===== config.mk =====
export PLATFORM = sky130hd
export DESIGN_NAME = mrv1_wb_arb
export DESIGN_NICKNAME = d
export VERILOG_FILES = /design/src/rtl/mrv1_wb_arb.sv
export SDC_FILE = /design/constraint.sdc
export NUM_CORES = 1
export LEC_CHECK = 0
export ABC_CLOCK_PERIOD_IN_PS = 3320
export BUFFER_PORTS_ARGS = -buffer_cell sky130_fd_sc_hd__buf_2
export CAP_MARGIN = 15
export CORE_UTILIZATION = 45
export CTS_CLUSTER_DIAMETER = 150
export DETAILED_ROUTE_END_ITERATION = 8
export PLACE_DENSITY_LB_ADDON = 0.15
export SETUP_SLACK_MARGIN = 0.05
export SLEW_MARGIN = 0
export SYNTH_ARGS = -nofsm -noshare
export SYNTH_HDL_FRONTEND = slang
export SYNTH_SLANG_ARGS = --single-unit

===== constraint.sdc =====
create_clock -name clk_i -period 3.32 [get_ports clk_i]
set_input_delay 0.166 -clock clk_i [delete_from_list [all_inputs] [get_ports clk_i]]
set_output_delay 0.166 -clock clk_i [all_outputs]
set_load 0.05 [all_outputs]

===== src/rtl/mrv1_wb_arb.sv =====
`default_nettype none
// +--------------------------------------------------------------------------+
// | mrv1_wb_arb: two-source (ALU/LSU) writeback arbiter with busy scoreboard |
// | Revision: 1.0                                                            |
// +--------------------------------------------------------------------------+
module mrv1_wb_arb #(
   parameter int DATA_WIDTH_P    = 32,
   parameter int NUM_TW_P        = 8,
   parameter int rf_addr_width_p = 5
) (
   input  logic                            clk_i,
   input  logic                            rst_i,

   input  logic                            alu_valid_i,
   output logic                            alu_ready_o,
   input  logic [$clog2(NUM_TW_P)-1:0]     alu_tid_i,
   input  logic                            alu_rd_w_en_i,
   input  logic [rf_addr_width_p-1:0]      alu_rd_addr_i,
   input  logic [DATA_WIDTH_P-1:0]         alu_rd_data_i,

   input  logic                            lsu_valid_i,
   output logic                            lsu_ready_o,
   input  logic [$clog2(NUM_TW_P)-1:0]     lsu_tid_i,
   input  logic                            lsu_rd_w_en_i,
   input  logic [rf_addr_width_p-1:0]      lsu_rd_addr_i,
   input  logic [DATA_WIDTH_P-1:0]         lsu_rd_data_i,

   output logic [$clog2(NUM_TW_P)-1:0]     rd_tid_o,
   output logic                            rd_w_en_o,
   output logic [rf_addr_width_p-1:0]      rd_addr_o,
   output logic [DATA_WIDTH_P-1:0]         rd_data_o,

   input  logic                            sb_set_i,
   input  logic [$clog2(NUM_TW_P)-1:0]     sb_set_tid_i,
   input  logic [rf_addr_width_p-1:0]      sb_set_addr_i,

   input  logic [$clog2(NUM_TW_P)-1:0]     sb_q_tid_i,
   input  logic [rf_addr_width_p-1:0]      sb_q_rs0_i,
   input  logic [rf_addr_width_p-1:0]      sb_q_rs1_i,
   input  logic [rf_addr_width_p-1:0]      sb_q_rd_i,
   output logic                            sb_hazard_o
);

   localparam int tid_width_lp = $clog2(NUM_TW_P);
   localparam int num_regs_lp  = 1 << rf_addr_width_p;

   // 1 = LSU has priority in the next two-way contention
   logic lsu_pri;

   logic                       alu_fire;
   logic                       lsu_fire;
   logic                       fire;
   logic [tid_width_lp-1:0]    sel_tid;
   logic                       sel_w_en;
   logic [rf_addr_width_p-1:0] sel_addr;
   logic [DATA_WIDTH_P-1:0]    sel_data;
   logic                       clr_en;

   logic [num_regs_lp-1:0]     busy [NUM_TW_P];

   assign alu_ready_o = !rst_i && alu_valid_i && (!lsu_valid_i || !lsu_pri);
   assign lsu_ready_o = !rst_i && lsu_valid_i && (!alu_valid_i ||  lsu_pri);

   assign alu_fire = alu_valid_i && alu_ready_o;
   assign lsu_fire = lsu_valid_i && lsu_ready_o;
   assign fire     = alu_fire || lsu_fire;

   always_comb begin
      sel_tid  = alu_tid_i;
      sel_w_en = alu_rd_w_en_i;
      sel_addr = alu_rd_addr_i;
      sel_data = alu_rd_data_i;
      if (lsu_fire) begin
         sel_tid  = lsu_tid_i;
         sel_w_en = lsu_rd_w_en_i;
         sel_addr = lsu_rd_addr_i;
         sel_data = lsu_rd_data_i;
      end
   end

   // x0 writes and stores are consumed without producing a register write
   assign clr_en = fire && sel_w_en && (sel_addr != '0);

   always_ff @(posedge clk_i) begin
      if (rst_i) begin
         lsu_pri   <= 1'b0;
         rd_w_en_o <= 1'b0;
         rd_tid_o  <= '0;
         rd_addr_o <= '0;
         rd_data_o <= '0;
      end else begin
         if (alu_valid_i && lsu_valid_i) begin
            lsu_pri <= alu_fire;
         end
         rd_w_en_o <= clr_en;
         if (fire) begin
            rd_tid_o  <= sel_tid;
            rd_addr_o <= sel_addr;
            rd_data_o <= sel_data;
         end
      end
   end

   // Set is applied after clear so it wins on a same-entry collision
   always_ff @(posedge clk_i) begin
      if (rst_i) begin
         for (int t = 0; t < NUM_TW_P; t++) begin
            busy[t] <= '0;
         end
      end else begin
         if (clr_en) begin
            busy[sel_tid][sel_addr] <= 1'b0;
         end
         if (sb_set_i && (sb_set_addr_i != '0)) begin
            busy[sb_set_tid_i][sb_set_addr_i] <= 1'b1;
         end
      end
   end

   assign sb_hazard_o = busy[sb_q_tid_i][sb_q_rs0_i]
                      | busy[sb_q_tid_i][sb_q_rs1_i]
                      | busy[sb_q_tid_i][sb_q_rd_i];

endmodule
`default_nettype wire


==> results, run 1 <==
- The required time of the critical path is about 3200 ps.
- For the final routed database, the setup TNS stands at 0 ps.
- After synthesis, the cell types taking the most area are sky130_fd_sc_hd__dfxtp_1 41%, sky130_fd_sc_hd__o211ai_1 9.5%, sky130_fd_sc_hd__mux2i_1 7.4%.
- The launching point of the worst reg2reg path is lsu_pri.
- Synthesis inferred ~300 register bits.
- The flow ran to the end, and the final reports show no timing, DRC or antenna violations.
- The critical path starts at busy[7][4].
- After Yosys synthesis, and, or, nand and nor cells account for approximately 11% of the synthesized area.
- Summing the areas of all fa, ha and maj instances in the mapped netlist gives 0% of the synthesized area.
- Of the synthesized area, sequential elements account for about two fifths.
- The critical path contains buffers and inverters numbering 2 combined.
- The die covers about 33000 sq um.
- The post-place instance area is approximately 16000 sq um.
- The fraction of the cycle the final worst path needs is between 90% and 100%.
- The endpoint identified for the worst register-to-register timing path is busy[2][29].
- The top cell type's share of synthesized area is roughly two fifths.
- The clock root buffer is sky130_fd_sc_hd__clkbuf_16.
- The post-route clock skew is 14.4 ps.
- The worst register-to-register path has a depth of 8.
- The relative max-transition margin is between 30% and 40%.
- Traced cell by cell, the critical path runs through mux4_2 -> o21ai_0 -> buf_4 -> nor2_1 -> a2111oi_0 -> nor3_1 -> nand4_1 -> nand4_1 -> buf_6.
- The violation count after the first detailed-route iteration is approximately 1300.
- After filler insertion, the fill cell instance count of the layout stands at 2843.
- The ratio of cells with drive above 1 in the final layout is 19.6%.
- The via count of the first global-routing pass is 13460.
- The main combinational cell family by area after synthesis is compound AO/OA/AOI/OAI gates.
- The total core area is about 32000 sq um.
- The maximum buffer depth of the clock tree is 3.
- The CTS sink count is around 300.
- The total power of the final layout is about 8.6 mW.
- The power density over the cells is 492 nW/um^2.
- The worst hold slack across all endpoints is between 4 and 5 ps.
- For this run, the total global-route usage over all layers was measured as a little under a third.
- The vertical die dimension is 181 um.
- Counting stages on the worst path, the most repeated cell is sky130_fd_sc_hd__nand4_1.
- The number of detailed-route iterations in the first pass is 7.
- The distinct cell type count of the synthesized netlist is 73.
- TritonCTS built the clock tree.
- The net count of the mapped netlist is 1640.
- The I/O pin total is between 150 and 200.
- Using the TritonRoute via totals, the vias-per-cell ratio works out to 6.52.
- The die is around 180 um wide.
- The highest net fanout along the worst path is 3.
- Dividing the detail-routed wire length by the instance count gives between 20 and 25 um.
- The post-layout minimum cycle time is between 3000 and 4000 ps.
- For this run, the top clock speed supported by timing is around 0.31 GHz.
- The first global-routing pass estimated about 81000 um of wire.
- Summed over all layers, the routed wires come to 52300 um.
- The final instance area is 17400 sq um.
- The top cell family by delay on the critical path is compound AO/OA/AOI/OAI gates.
- The diode insertion count for antenna repair is 0.
- The vias after detailed routing is 13903.
- Among all stages on the critical path, the largest delay is contributed by sky130_fd_sc_hd__a2111oi_0.
- The count of flip-flops with a built-in enable after synthesis is 0.
- The worst path setup slack after routing is between 100 and 150 ps.
- The number of hold violations in the final report is 0.
- The number of buffers created by CTS is 35.
- After clock tree synthesis, the setup repair step added 0 buffers.
- The number of port buffers is about 160.
- The top flip-flop cell by instance count after synthesis is sky130_fd_sc_hd__dfxtp_1.
- The clock tree synthesis step divided the H-tree into 2 levels.
- The critical path in this run is classified as flop to output port.
- The critical path depth in cells is 9.
- The element type at the critical path end is an output port.
- For this run, the number of standard cells in the final layout without fillers is 2133.
- The final setup violation count is 0.
- For this design the static power due to leakage is 6.44 nW.
- Before CTS, the worst setup slack after placement is ~240 ps.
- The initial antenna violation count was 0.
- After synthesis, the share of flip-flops with an asynchronous set or reset is 0%.
- Summing the areas of all xor and xnor instances in the mapped netlist gives less than 1% of the synthesized area.
- Entering global routing, the biggest net connects 96 pins.
- The floorplan has 65 rows.
- The relative area change from synthesis to final layout is 20.6%.
- Setup repair after global routing left no endpoint under its margin.
- The max-slew violation count came to 0.
- The cell count after placement is 2015.
- The synthesized netlist devotes ~28% of its cell area to compound gates.
- The total of max-cap violations is 0.
- The leading area contributor after synthesis is sky130_fd_sc_hd__dfxtp_1.
- The final core area utilization is 55.1%.
- The worst IR drop on VDD is about 0.33 mV.
- The Yosys step of the flow raised 0 warnings.
- The worst min-delay path category is primary input to flop.
- The final weighted congestion in routability-driven placement is roughly 0.94.
- After the last flow step, the layout net total stands at 1826.
- In this run the cell area of the synthesized design comes to 14400 sq um.
- The multiplexer share of the synthesized area is 14.2%.
- Counting every instance in the synthesized netlist gives ~1500.
- The later pin in the worst-skew pair is clocked with a latency of ~530 ps.
- After detailed routing, the number of remaining DRC violations is 0.
- The timing endpoint of the critical path is sb_hazard_o.
- Once detail routing completed, the nets flagged for antenna violations numbered 0.
- The initial utilization of the core area, before any placement, comes to 45.7%.
- The overflow left after global routing is 0.
- The clock transition at the registers of the reported paths is around 60 ps.
- The setup slack of the worst register-to-register path is between 300 and 400 ps.
- STA classifies the critical path startpoint as a flop.
- The average size of a mapped cell is around 9.4 sq um.
- In this design, the stage delay of the slowest critical-path cell is roughly 560 ps.
- Data on the critical path arrives at its endpoint at 3010 ps.
- After legalization and detailed placement, the total HPWL measured around 33000 um.
- The slew at the pin closest to its max-slew limit is 1040 ps.
## cells in the final DEF, fill, tap and decap left out, drive strengths merged, types with 49 or more instances in the layout
master	synthesis	final
dlygate4sd3	0	63
a32o	64	64
o211ai	191	191
nor2	99	99
mux2i	107	107
dfxtp	298	298
clkbuf	93	49
nand2	132	132
buf	47	226
o21ai	208	208
## cell type report
class | instances | area (sq um) | area share [%]
timing repair buffer | 289 | 2000 | 11.5
sequential | 298 | 5970 | 34.3
clock buffer | 49 | 1000 | 5.76
inverter | 17 | 68.8 | 0.396
tap | 402 | 503 | 2.89
clock inverter | 6 | 77.6 | 0.446
multi-input combinational | 1072 | 7770 | 44.7
## Yosys cell counts, types with 3 or more instances
cell and n:
sky130_fd_sc_hd__nor4_1 3, sky130_fd_sc_hd__and3b_1 3, sky130_fd_sc_hd__a221oi_1 12, sky130_fd_sc_hd__buf_1 13, sky130_fd_sc_hd__o211ai_2 7, sky130_fd_sc_hd__o2111ai_1 3
sky130_fd_sc_hd__mux2i_1 107, sky130_fd_sc_hd__and3_1 8, sky130_fd_sc_hd__o21ai_0 192, sky130_fd_sc_hd__o21ai_1 14, sky130_fd_sc_hd__a2111oi_0 4, sky130_fd_sc_hd__mux4_2 27
sky130_fd_sc_hd__dfxtp_1 298, sky130_fd_sc_hd__nand3_1 13, sky130_fd_sc_hd__inv_1 13, sky130_fd_sc_hd__a211oi_1 39, sky130_fd_sc_hd__nor3_1 13, sky130_fd_sc_hd__nand4_1 5
sky130_fd_sc_hd__nor2_1 96, sky130_fd_sc_hd__nor2b_1 10, sky130_fd_sc_hd__buf_2 18, sky130_fd_sc_hd__a32o_1 64, sky130_fd_sc_hd__a31oi_1 5, sky130_fd_sc_hd__buf_6 6
sky130_fd_sc_hd__a22oi_1 24, sky130_fd_sc_hd__mux2_2 7, sky130_fd_sc_hd__and2_1 7, sky130_fd_sc_hd__nor2_4 3, sky130_fd_sc_hd__a211o_1 3, sky130_fd_sc_hd__nand2b_1 14
sky130_fd_sc_hd__mux4_1 11, sky130_fd_sc_hd__clkbuf_1 91, sky130_fd_sc_hd__o211ai_1 183, sky130_fd_sc_hd__or2_2 3, sky130_fd_sc_hd__or3_1 4, sky130_fd_sc_hd__buf_4 9
sky130_fd_sc_hd__nand2_1 132, sky130_fd_sc_hd__nor3b_1 8, sky130_fd_sc_hd__nand3b_1 7, sky130_fd_sc_hd__a21oi_1 7
## tightest hold or removal path, delay by kind of cell
family | cells | cell delay (ps)
mux | 1 | 130
buf+inv | 1 | 100
compound gates | 1 | 80
## layer usage
layer / wire length (um) / GRT usage [%]
met5: 0 / 0
met3: 4730 / 5.85
met1: 22000 / 42.6
met4: 1690 / 11.1
met2: 23900 / 50.7
## sequential cells by signal, summed over array words and instances, names as in the netlist
register and cells:
rd_w_en_o 1, rd_data_o 32, lsu_pri 1, rd_addr_o 5, rd_tid_o 3, busy 256
## power by group
group	leakage, nW	internal (mW)	switching (mW)
sequential	2.41	3.63	0.0311
combinational	3.50	0.392	0.810
clock	0.528	2.18	1.51
## cells by family (layout without fill, tap and decap cells)
logic type             after synthesis  in the layout
XOR/XNOR                             1              1
AND/OR/NAND/NOR                    341            341
flip-flops                         298            298
multiplexers                       152            152
AO/OA/AOI/OAI                      578            578
buffers and inverters              157            361
## worst min path at each step
stage                      startpoint             to  slack [ps]  depth (start not counted)
detailed placement  alu_rd_data_i[19]  rd_data_o[19]         450                          3
finish               alu_rd_addr_i[3]   rd_addr_o[3]           5                          3
global route        alu_rd_data_i[30]  rd_data_o[30]          20                          3
global placement    alu_rd_data_i[19]  rd_data_o[19]         440                          3
CTS                 alu_rd_data_i[30]  rd_data_o[30]           1                          3
floorplan           alu_rd_data_i[19]  rd_data_o[19]         320                          2
## repair_timing
item / CTS / global route
endpoints found under the hold margin: 37 / 0
gates resized for setup: 0 / 7
endpoints found under the setup margin: 0 / 1
hold buffers: 63 / 0
No activity file was read; power rests on OpenSTA's default activity.
==> run 2: changes to the inputs <==
--- a/config.mk
+++ b/config.mk
@@ -8,6 +8,8 @@
 export ABC_CLOCK_PERIOD_IN_PS = 3320
 export BUFFER_PORTS_ARGS = -buffer_cell sky130_fd_sc_hd__buf_2
 export CAP_MARGIN = 15
+export CELL_PAD_IN_SITES_DETAIL_PLACEMENT = 1
+export CELL_PAD_IN_SITES_GLOBAL_PLACEMENT = 1
 export CORE_UTILIZATION = 45
 export CTS_CLUSTER_DIAMETER = 150
 export DETAILED_ROUTE_END_ITERATION = 8
==> run 2 against run 1 <==
Effect of this change: first-iteration DRC count down 0.38%; maximum frequency barely moved; register-to-register slack worse by 20 ps; sequential cell count is the same; critical path depth down 1; cell count increased by 0.47%; clock skew rose by 2.8 ps; global-route usage increased by 3.2 points.
==> results, run 2 (same netlist as run 1, synthesis figures left out) <==
- The total core area is 31600 sq um (unchanged).
- Most used cells in the layout excluding fill and tap cells: 298 x sky130_fd_sc_hd__dfxtp_1, 191 x sky130_fd_sc_hd__o21ai_0, 183 x sky130_fd_sc_hd__o211ai_1 (unchanged).
- The worst IR drop on VDD is 0.298 mV (was 0.327 mV).
- The final setup violation count is 0 (unchanged).
- The net switching power is 2.44 mW (was 2.36 mW).
- The ratio of cells with drive above 1 in the final layout was 19.8% (was 19.6%).
- The clock root buffer is sky130_fd_sc_hd__clkbuf_16 (unchanged).
- The post-route setup TNS is 0 ps (unchanged).
- The element type at the critical path end is an output port (unchanged).
- The net total in the final layout was 1828 (was 1826).
- The die area is 32700 sq um (unchanged).
- The sum of routed wire segments on met1 is 24600 um (was 22000 um).
- The detailed-routed wire length on met2 is 26500 um (was 23900 um).
- The via count of the first global-routing pass is 14735 (was 13460).
- The max-slew violation count is 0 (unchanged).
- Largest regs: busy: 256 flops, rd_data_o: 32 flops, rd_addr_o: 5 flops (unchanged).
- The critical path buffer and inverter count is 1 (was 2).
- The launch point of the critical path is busy[6][21] (was busy[7][4]).
- The TritonCTS clock tree is done (unchanged).
- The I/O pin total is 157 (unchanged).
- The category of the critical setup timing path is flop to output port (unchanged).
- The required time of the critical path is 3150 ps (about the same).
- The endpoint arrival time on the critical path is 3010 ps (about the same).
- The relative area change from synthesis to final layout is 20.9% (was 20.6%).
- The multi-input combinational cell area came to 7750 sq um (was 7770 sq um).
- The proportion of power drawn by the clock network was 43.7% (was 43.2%).
- The routed via count divided by cell count was 6.63 (was 6.52).
- The start point of the worst min-delay path is alu_rd_data_i[25] (was alu_rd_addr_i[3]).
- The total of max-cap violations is 0 (unchanged).
- The pin count of the biggest net entering global routing came to 112 (was 96).
- The initial antenna violation count was 2 (was 0).
- The post-route clock skew is 17.2 ps (was 14.4 ps).
- Cell chain of the critical path: mux4_2 -> mux2_2 -> mux4_2 -> nor4b_1 -> a41oi_1 -> nand4_1 -> nand4_1 -> buf_2 (was mux4_2 -> o21ai_0 -> buf_4 -> nor2_1 -> a2111oi_0 -> nor3_1 -> nand4_1 -> nand4_1 -> buf_6).
- The part of the total power dissipated in combinational logic is 14.2% (was 14.0%).
- The global-route wire length before repair is 88800 um (was 80700 um).
- The fraction of the cycle the final worst path needs is 95.6% (about the same).
- Setup repair after global routing missed its margin: true (was false).
- Run status: finished clean (unchanged).
- The vias after detailed routing is 14212 (was 13903).
- The number of rows created at floorplan was 65 (unchanged).
- The area taken by flip-flops and latches is 5970 sq um (unchanged).
- The post-route DRC violation count is 0 (unchanged).
- The starting density of the core came to 45.7% (unchanged).
- The worst min-delay path category is primary input to flop (unchanged).
- The uppermost layer routed is met4 (unchanged).
- The horizontal die dimension is 181 um (unchanged).
- The detail-routed net length per standard cell is 26.9 um (was 24.5 um).
- The top cell family by delay on the critical path is multiplexers (was compound AO/OA/AOI/OAI gates).
- The sum of routed wire length over all layers was 57600 um (was 52300 um).
- The vertical die dimension is 181 um (unchanged).
- The insertion delay of the later-clocked pin in the worst-skew pair came to 530 ps (about the same).
- The number of buffers created by CTS is 34 (was 35).
- The internal power component is 6.27 mW (was 6.20 mW).
- The wire length on met3 is 4600 um (was 4730 um).
- The longest individual stage delay on the worst path was 520 ps (was 560 ps).
- The total power of the final layout came to 8.71 mW (was 8.56 mW).
- The leakage dissipation is 6.47 nW (was 6.44 nW).
- The net switching share of the total power is 28.0% (was 27.5%).
- The maximum buffer depth of the clock tree was 3 (unchanged).
- The number of hold violations in the final report is 0 (unchanged).
- The highest net fanout along the worst path is 3 (unchanged).
- The CTS sink count is 298 (unchanged).
- The post-layout minimum cycle time is 3170 ps (was 3180 ps).
- The number of port buffers was 156 (unchanged).
- The register containing the most flip-flops in the final layout was busy (unchanged).
- The clock transition at the registers of the reported paths is 60 ps (about the same).
- The slew at the pin closest to its max-slew limit came to 1270 ps (was 1040 ps).
- The startpoint type of the worst setup path is a flop (unchanged).
- The power density over the cells is 500 nW/um^2 (was 492 nW/um^2).
- The number of detailed-route iterations in the first pass is 5 (was 7).
- The most common library cell in the layout ignoring fill and taps is sky130_fd_sc_hd__dfxtp_1 (unchanged).
- The fill cell total of the finished layout came to 3568 (was 2843).
- The number of antenna-violating nets in the routed design is 0 (unchanged).
- The overflow left after global routing is 0 (unchanged).
- The number of flip-flops under the largest register name is 256 (unchanged).
- The sum of net half-perimeters after detailed placement was 35600 um (was 32700 um).
- The H-tree depth came to 2 (unchanged).
- The final weighted congestion in routability-driven placement is 0.974 (was 0.939).
- The launching point of the worst reg2reg path is lsu_pri (unchanged).
- The achievable clock frequency came to 0.315 GHz (about the same).
- The total routing usage reported by global routing is 34.8% (was 31.6%).
- The violation count after the first detailed-route iteration was 1294 (was 1299).
- The slowest stage cell on the critical path is sky130_fd_sc_hd__mux4_2 (was sky130_fd_sc_hd__a2111oi_0).
- The relative max-transition margin is 15.1% (was 30.2%).
- The register share of total power is 42.1% (was 42.8%).
==> run 2: changes by cell type in the layout (fill, tap and decap cells not counted), sizes merged <==
cell,previous run,this run
clkinv,5,8
buf,226,228
bufinv,1,3
diode,0,2
clkbuf,49,48
dlygate4sd3,63,64
inv,17,18
==> run 2: layout make-up <==
cell class / instances / area share (%)
multi-input cells: 1072 / 44.5
flip-flops and latches: 298 / 34.3
repair buffers: 292 / 11.6
clock buffers: 48 / 5.47
well taps: 402 / 2.89
clock inverters: 12 / 0.884
inverters: 17 / 0.395
diodes: 2 / 0.0287
==> run 2: power by group through the flow <==
stage          clock [mW]  combinational, mW  sequential [mW]
2_1_floorplan           0              0.532             3.89
4_1_cts              3.84               1.18             3.66
3_5_place_dp            0               1.11             3.74
3_3_place_gp            0               1.10             3.73
6_report             3.81               1.23             3.67
5_1_grt              3.98               1.28             3.67
==> run 2: timing repair <==
action,in CTS,in global routing
endpoints found under the setup margin,0,17
hold endpoints to repair,38,0
hold buffers,64,0
buffers inserted,0,0
resized for setup,0,2
==> run 2: through the flow <==
stage                     util (%)  area, sq um  instances  hold WS (ps)  setup slack (ps)
after floorplan                  -        14400       1527           325               634
after global placement        49.6        15700       2017           434               279
after detailed placement      49.6        15700       2017           449               232
final                         55.2        17400       2143          19.2               147
after global routing          55.2        17400       2143          38.2              46.7
after CTS                     55.2        17400       2141          1.40              99.7
==> run 2: final timing paths <==
| check | endpoint | slack, ps | depth (start not counted) |
|---|---|---|---|
| worst max-delay path | sb_hazard_o | 150 | 8 |
| worst min-delay path | rd_data_o[25] | 20 | 3 |
| worst max register to register | busy[0][29] | 340 | 7 |
| worst min register to register | rd_data_o[10] | 460 | 2 |
==> run 2: layer usage <==
layer  track usage [%]  up-vias
met5                 0        -
met4              11.8        0
met3              6.69      138
met2              56.2      671
met1              46.5     7165
li1                  -     6238
==> run 2: worst register-to-register path: cells and delay by family, from the launching register on <==
| family | cells | cell delay [ps] |
|---|---|---|
| buf+inv | 1 | 200 |
| compound gates | 4 | 820 |
| simple gates | 2 | 1280 |
| flops | 1 | 510 |
